$ cat config.mk
export PLATFORM = sky130hd
export DESIGN_NAME = forwarding_hazard_unit
export DESIGN_NICKNAME = d
export VERILOG_FILES = /design/src/rtl/forwarding_hazard_unit_pkg.sv /design/src/rtl/forwarding_hazard_unit_fwd_compare.sv /design/src/rtl/forwarding_hazard_unit.sv
export SDC_FILE = /design/constraint.sdc
export NUM_CORES = 1
export LEC_CHECK = 0
export ABC_AREA = 0
export CAP_MARGIN = 40
export CORE_ASPECT_RATIO = 1.2
export CORE_MARGIN = 2
export CORE_UTILIZATION = 54
export CTS_BUF_LIST = sky130_fd_sc_hd__clkbuf_4 sky130_fd_sc_hd__clkbuf_8
export CTS_CLUSTER_SIZE = 14
export DETAILED_ROUTE_END_ITERATION = 12
export GPL_TIMING_DRIVEN = 0
export PLACE_DENSITY_LB_ADDON = 0.05
export REMOVE_ABC_BUFFERS = 1
export SYNTH_ARGS = -nofsm -noshare
export SYNTH_HDL_FRONTEND = slang
export SYNTH_SLANG_ARGS = --single-unit
$ cat constraint.sdc
create_clock -name clk -period 5.1 [get_ports clk]
set_input_delay 1.275 -clock clk [delete_from_list [all_inputs] [get_ports clk]]
set_output_delay 1.275 -clock clk [all_outputs]
set_load 0.05 [all_outputs]
$ cat src/rtl/forwarding_hazard_unit_pkg.sv
// Shared pipeline types for the forwarding/hazard unit: forward-select
// encodings, stall FSM states and the shadow stage record.
package forwarding_hazard_unit_pkg;

  // Widest register index the stage record can carry; narrower indices are zero-extended.
  localparam int unsigned RD_MAX_W = 8;

  typedef enum logic [1:0] {
    FWD_RF    = 2'b00,
    FWD_EXMEM = 2'b01,
    FWD_MEMWB = 2'b10
  } fwd_sel_e;

  typedef enum logic {
    ST_RUN   = 1'b0,
    ST_STALL = 1'b1
  } stall_state_e;

  typedef struct packed {
    logic                valid;
    logic [RD_MAX_W-1:0] rd;
    logic                reg_write;
    logic                mem_read;
  } stage_rec_t;

  localparam stage_rec_t STAGE_BUBBLE = '0;

  function automatic logic rec_produces(input stage_rec_t rec, input logic [RD_MAX_W-1:0] src);
    return rec.valid && rec.reg_write && (rec.rd == src);
  endfunction

endpackage

$ cat src/rtl/forwarding_hazard_unit_fwd_compare.sv
// Single-operand forward select: the newest in-flight producer of the source wins.
module fwd_compare
  import forwarding_hazard_unit_pkg::*;
#(
  parameter int unsigned REG_W = 3
) (
  input  logic [REG_W-1:0] i_src,
  input  logic             i_used,
  input  logic             i_valid,
  input  stage_rec_t       i_ex,
  input  stage_rec_t       i_mem,
  output fwd_sel_e         o_sel
);

  logic [RD_MAX_W-1:0] w_src;

  always_comb begin
    w_src = RD_MAX_W'(i_src);
    o_sel = FWD_RF;
    if (i_used && i_valid) begin
      if (rec_produces(i_ex, w_src)) begin
        o_sel = FWD_EXMEM;
      end else if (rec_produces(i_mem, w_src)) begin
        o_sel = FWD_MEMWB;
      end
    end
  end

endmodule

$ cat src/rtl/forwarding_hazard_unit.sv
// Forwarding and load-use hazard unit: tracks EX/MEM shadow records, registers
// operand forward selects one cycle ahead of execute, and inserts single-cycle stalls.
module forwarding_hazard_unit
  import forwarding_hazard_unit_pkg::*;
#(
  parameter int unsigned REG_W = 3
) (
  input  logic             clk,
  input  logic             rst,
  input  logic [REG_W-1:0] id_src1,
  input  logic [REG_W-1:0] id_src2,
  input  logic             id_src1_used,
  input  logic             id_src2_used,
  input  logic [REG_W-1:0] id_rd,
  input  logic             id_reg_write,
  input  logic             id_mem_read,
  input  logic             id_valid,
  input  logic             flush,
  output logic [1:0]       Forward1Sel,
  output logic [1:0]       Forward2Sel,
  output logic             stall,
  output logic [15:0]      stall_count
);

  stage_rec_t   r_ex;
  stage_rec_t   r_mem;
  stall_state_e r_state;
  fwd_sel_e     r_fwd1;
  fwd_sel_e     r_fwd2;
  logic [15:0]  r_stall_cnt;

  stage_rec_t   w_id_rec;
  fwd_sel_e     w_sel1;
  fwd_sel_e     w_sel2;
  logic         w_hazard;
  logic         w_stall;

  fwd_compare #(.REG_W(REG_W)) u_fwd1 (
    .i_src   (id_src1),
    .i_used  (id_src1_used),
    .i_valid (id_valid),
    .i_ex    (r_ex),
    .i_mem   (r_mem),
    .o_sel   (w_sel1)
  );

  fwd_compare #(.REG_W(REG_W)) u_fwd2 (
    .i_src   (id_src2),
    .i_used  (id_src2_used),
    .i_valid (id_valid),
    .i_ex    (r_ex),
    .i_mem   (r_mem),
    .o_sel   (w_sel2)
  );

  always_comb begin
    w_id_rec           = STAGE_BUBBLE;
    w_id_rec.valid     = id_valid;
    w_id_rec.rd        = RD_MAX_W'(id_rd);
    w_id_rec.reg_write = id_reg_write;
    w_id_rec.mem_read  = id_mem_read;

    w_hazard = id_valid && r_ex.valid && r_ex.mem_read &&
               ((id_src1_used && (RD_MAX_W'(id_src1) == r_ex.rd)) ||
                (id_src2_used && (RD_MAX_W'(id_src2) == r_ex.rd)));
    // Flush squashes the dependent instruction, so it wins over the hazard.
    w_stall  = w_hazard && (r_state == ST_RUN) && !flush;
  end

  always_ff @(posedge clk or negedge rst) begin
    if (!rst) begin
      r_ex        <= STAGE_BUBBLE;
      r_mem       <= STAGE_BUBBLE;
      r_state     <= ST_RUN;
      r_fwd1      <= FWD_RF;
      r_fwd2      <= FWD_RF;
      r_stall_cnt <= '0;
    end else begin
      r_mem <= r_ex;
      if (flush || w_stall) begin
        r_ex   <= STAGE_BUBBLE;
        r_fwd1 <= FWD_RF;
        r_fwd2 <= FWD_RF;
      end else begin
        r_ex   <= w_id_rec;
        r_fwd1 <= w_sel1;
        r_fwd2 <= w_sel2;
      end
      if (w_stall) begin
        r_state <= ST_STALL;
      end else begin
        r_state <= ST_RUN;
      end
      if (w_stall && (r_stall_cnt != '1)) begin
        r_stall_cnt <= r_stall_cnt + 16'd1;
      end
    end
  end

  assign Forward1Sel = r_fwd1;
  assign Forward2Sel = r_fwd2;
  assign stall       = w_stall;
  assign stall_count = r_stall_cnt;

endmodule

==> flow_summary_export.csv <==
group,metric,value,unit
clocking,insertion_delay,330,ps
pwr,intPower,387,uW
clocking,cts_hold_buf,0,
pwr,pwr-share-comb,0.096,
global_route,grtUsageTotal,0.221,
final_layout,final_layout_size_suffix_gt1_frac,0.145,
clocking,cts_tree,"done",
clocking,htree_levels,2,
placement,dpl.hpwl,2150,um
critical_path,r2r_slack,3260,ps
final_layout,finalNetCount,182,
floorplan,die_h,61.2,um
placement,io_buffers,37,
clocking,cts_made_buffers,5,
placement,placed_cells,190,
global_route,grt_max_degree,19,
logic_synthesis,synth_area_leader_cell,"dfrtp_1",
route,ant_nets,0,
logic_synthesis,yosysMostFrequentCell,"dfrtp_1",
timing,fin_crit,4740,ps
logic_synthesis,ys.flop_type,"dfrtp_1",
timing,skew,3.51,ps
pwr,power.density,253,nW/um^2
timing,period_share,0.929,
logic_synthesis,synth-edff-count,0,
timing,setup_tns,0,ps
logic_synthesis,ys_top_cells_by_count,"32 x dfrtp_1, 20 x xnor2_1, 10 x nand3_1",
timing,tightestPinTransition,775,ps
logic_synthesis,ys_types,29,
clocking,clockRootBuffer,"clkbuf_4",
logic_synthesis,yosysTopAreaCellShare,0.543,
floorplan,die-area,3160,um^2
pwr,power.clock.fraction,0.378,
timing,fmax,0.211,GHz
worst_hold_path,hp-class,"reg2reg",
final_layout,area_growth,34.3,%
floorplan,die_x,51.7,um
timing,rsz0062_at_grt,"false",
critical_path,critPathCapture,"stall",
route,drt-total-wl,2940,um
critical_path,crit_start,"id_src1[1]",
timing,setup_ws,363,ps
pwr,switching_share,0.228,
critical_path,rr_endpoint,"stall_count[1]$_DFFE_PN0P_",
final_layout,fin_cells,198,
logic_synthesis,syn_area,1470,um^2
run,cap_violations,0,
timing,finalSetupViolations,0,
logic_synthesis,avgSynthCellArea,12.3,um^2
logic_synthesis,yosysWarnings,0,
clocking,clk_pin_slew,100,ps
clocking,numClockSinks,32,
critical_path,cp-end-kind,"output port",
run_status,status,"finished, final reports clean",
critical_path,crit_fanout,18,
critical_path,arrival,3460,ps
clocking,cts_resized,0,
route,drc_errors,0,
route,wire_per_inst,14.8,um
placement,gp_congestion,0.807,
pwr,p_total,501,uW
global_route,grt_antenna_before_repair,0,
critical_path,worstPathRequired,3830,ps
pwr,vdd_drop_max,0.196,mV
pwr,pwr-share-seq,0.527,
timing,slew_headroom,0.482,
pwr,netSwitchingPower,114,uW
timing,hold_viol_final,0,
floorplan,start_util,0.572,
logic_synthesis,async_reset_ff_frac,1.00,
route,via_per_inst,5.53,
global_route,grt.overflow.total,0,
logic_synthesis,ys_ff_latch,32,
route,drtIter0Drc,9,
pwr,p_leak,0.851,nW
timing,whs,400,ps
logic_synthesis,synth_area_leaders,"dfrtp_1 54%, xnor2_1 12%, nand3_1 3.4%",
placement,post-place-ws,375,ps
floorplan,coreArea,2580,um^2
critical_path,startpoint_type,"input port",
critical_path,setup.worst_path.class,"in2out",
final_layout,antenna_cells,0,
floorplan,rows,20,
floorplan,io_pins,38,
clocking,post-cts-setup-buffer-count,0,
global_route,first_global_vias,1107,
route,dr.pass1.iters,4,
clocking,clk_path_buf_depth,2,
critical_path,r2r_cells,5,
logic_synthesis,ys_seq_area_frac,0.543,
timing,drv_slew,0,
logic_synthesis,synthCells,120,
global_route,grt_pass1_wl,4980,um
route,num_vias,1095,
critical_path,r2r-start,"r_ex[3]$_DFF_PN0_",
==> per-layer routing <==
layer / vias up / wire [um] / global-route usage
li1: 520 / - / -
met1: 537 / 1290 / 0.275
met2: 30 / 1450 / 0.357
met3: 8 / 147 / 0.0777
met4: 0 / 48 / 0.0902
met5: - / 0 / 0
==> placed cells by master, fill, tap and decap left out <==
cell type and instances:
and3_1 5, inv_1 1, nand4_1 7, nor3b_1 1, and4b_1 2, nor4_1 1
nor3_1 1, and2_1 2, xnor2_1 20, and2_2 1, nand4b_1 1, clkdlybuf4s50_1 37
xor2_1 5, nand2_1 5, buf_16 1, nor4b_1 3, clkinv_2 1, bufinv_16 1
o21ai_2 1, and4_2 2, nand2b_1 1, clkbuf_4 5, nand3_1 10, a21oi_1 2
and4_1 1, and3_2 6, o211a_4 1, nor2_1 3, nor4b_4 1, ha_1 1
mux2_2 2, clkinvlp_4 1, dfrtp_1 32, and4bb_2 1
==> stage by stage <==
stage	util	instance area, um^2
3_3_place_gp	0.726	1870
5_1_grt	0.768	1980
4_1_cts	0.768	1980
2_1_floorplan	-	1460
3_5_place_dp	0.737	1900
6_report	0.768	1980
==> power by group through the flow <==
stage / registers, mW / clock network [mW] / logic, mW
6_report: 0.264 / 0.189 / 0.0480
3_5_place_dp: 0.269 / 0 / 0.0483
5_1_grt: 0.265 / 0.207 / 0.0522
3_3_place_gp: 0.268 / 0 / 0.0442
4_1_cts: 0.264 / 0.193 / 0.0487
2_1_floorplan: 0.272 / 0 / 0.0172
==> critical path, cell delays in order <==
cell and delay, ps:
clkdlybuf4s50_1 450, xor2_1 200, nor4b_4 360, o211a_4 330, clkdlybuf4s50_1 840
==> sequential cells by signal, summed over array words and instances (netlist names) <==
name         cells
Forward1Sel      2
Forward2Sel      2
r_mem            5
r_ex             6
r_state          1
stall_count     16
==> layout make-up <==
type | count | area [um^2]
Sequential cell | 32 | 801
Multi-Input combinational cell | 86 | 656
Fill cell | 169 | 598
Timing Repair Buffer | 38 | 398
Clock inverter | 3 | 42.5
Tap cell | 33 | 41.3
Clock buffer | 5 | 37.5
Inverter | 1 | 3.75
==> cell families after synthesis <==
kind of cell / share of synthesized area
compound gates: 0.0246
xor+xnor: 0.149
fa+ha+maj: 0.00849
buf+inv: 0.0119
flops: 0.543
mux: 0.0153
simple gates: 0.248
==> worst min path at each step <==
stage | to | slack [ps] | depth (start not counted) | start
after floorplan | r_mem[1]$_DFF_PN0_ | 350 | 0 | r_ex[1]$_DFF_PN0_
after global placement | r_mem[1]$_DFF_PN0_ | 370 | 0 | r_ex[1]$_DFF_PN0_
after detailed placement | r_mem[1]$_DFF_PN0_ | 380 | 0 | r_ex[1]$_DFF_PN0_
after CTS | r_mem[1]$_DFF_PN0_ | 400 | 0 | r_ex[1]$_DFF_PN0_
after global routing | r_mem[1]$_DFF_PN0_ | 420 | 0 | r_ex[1]$_DFF_PN0_
final | r_mem[1]$_DFF_PN0_ | 400 | 0 | r_ex[1]$_DFF_PN0_
No activity file was read; power rests on OpenSTA's default activity.
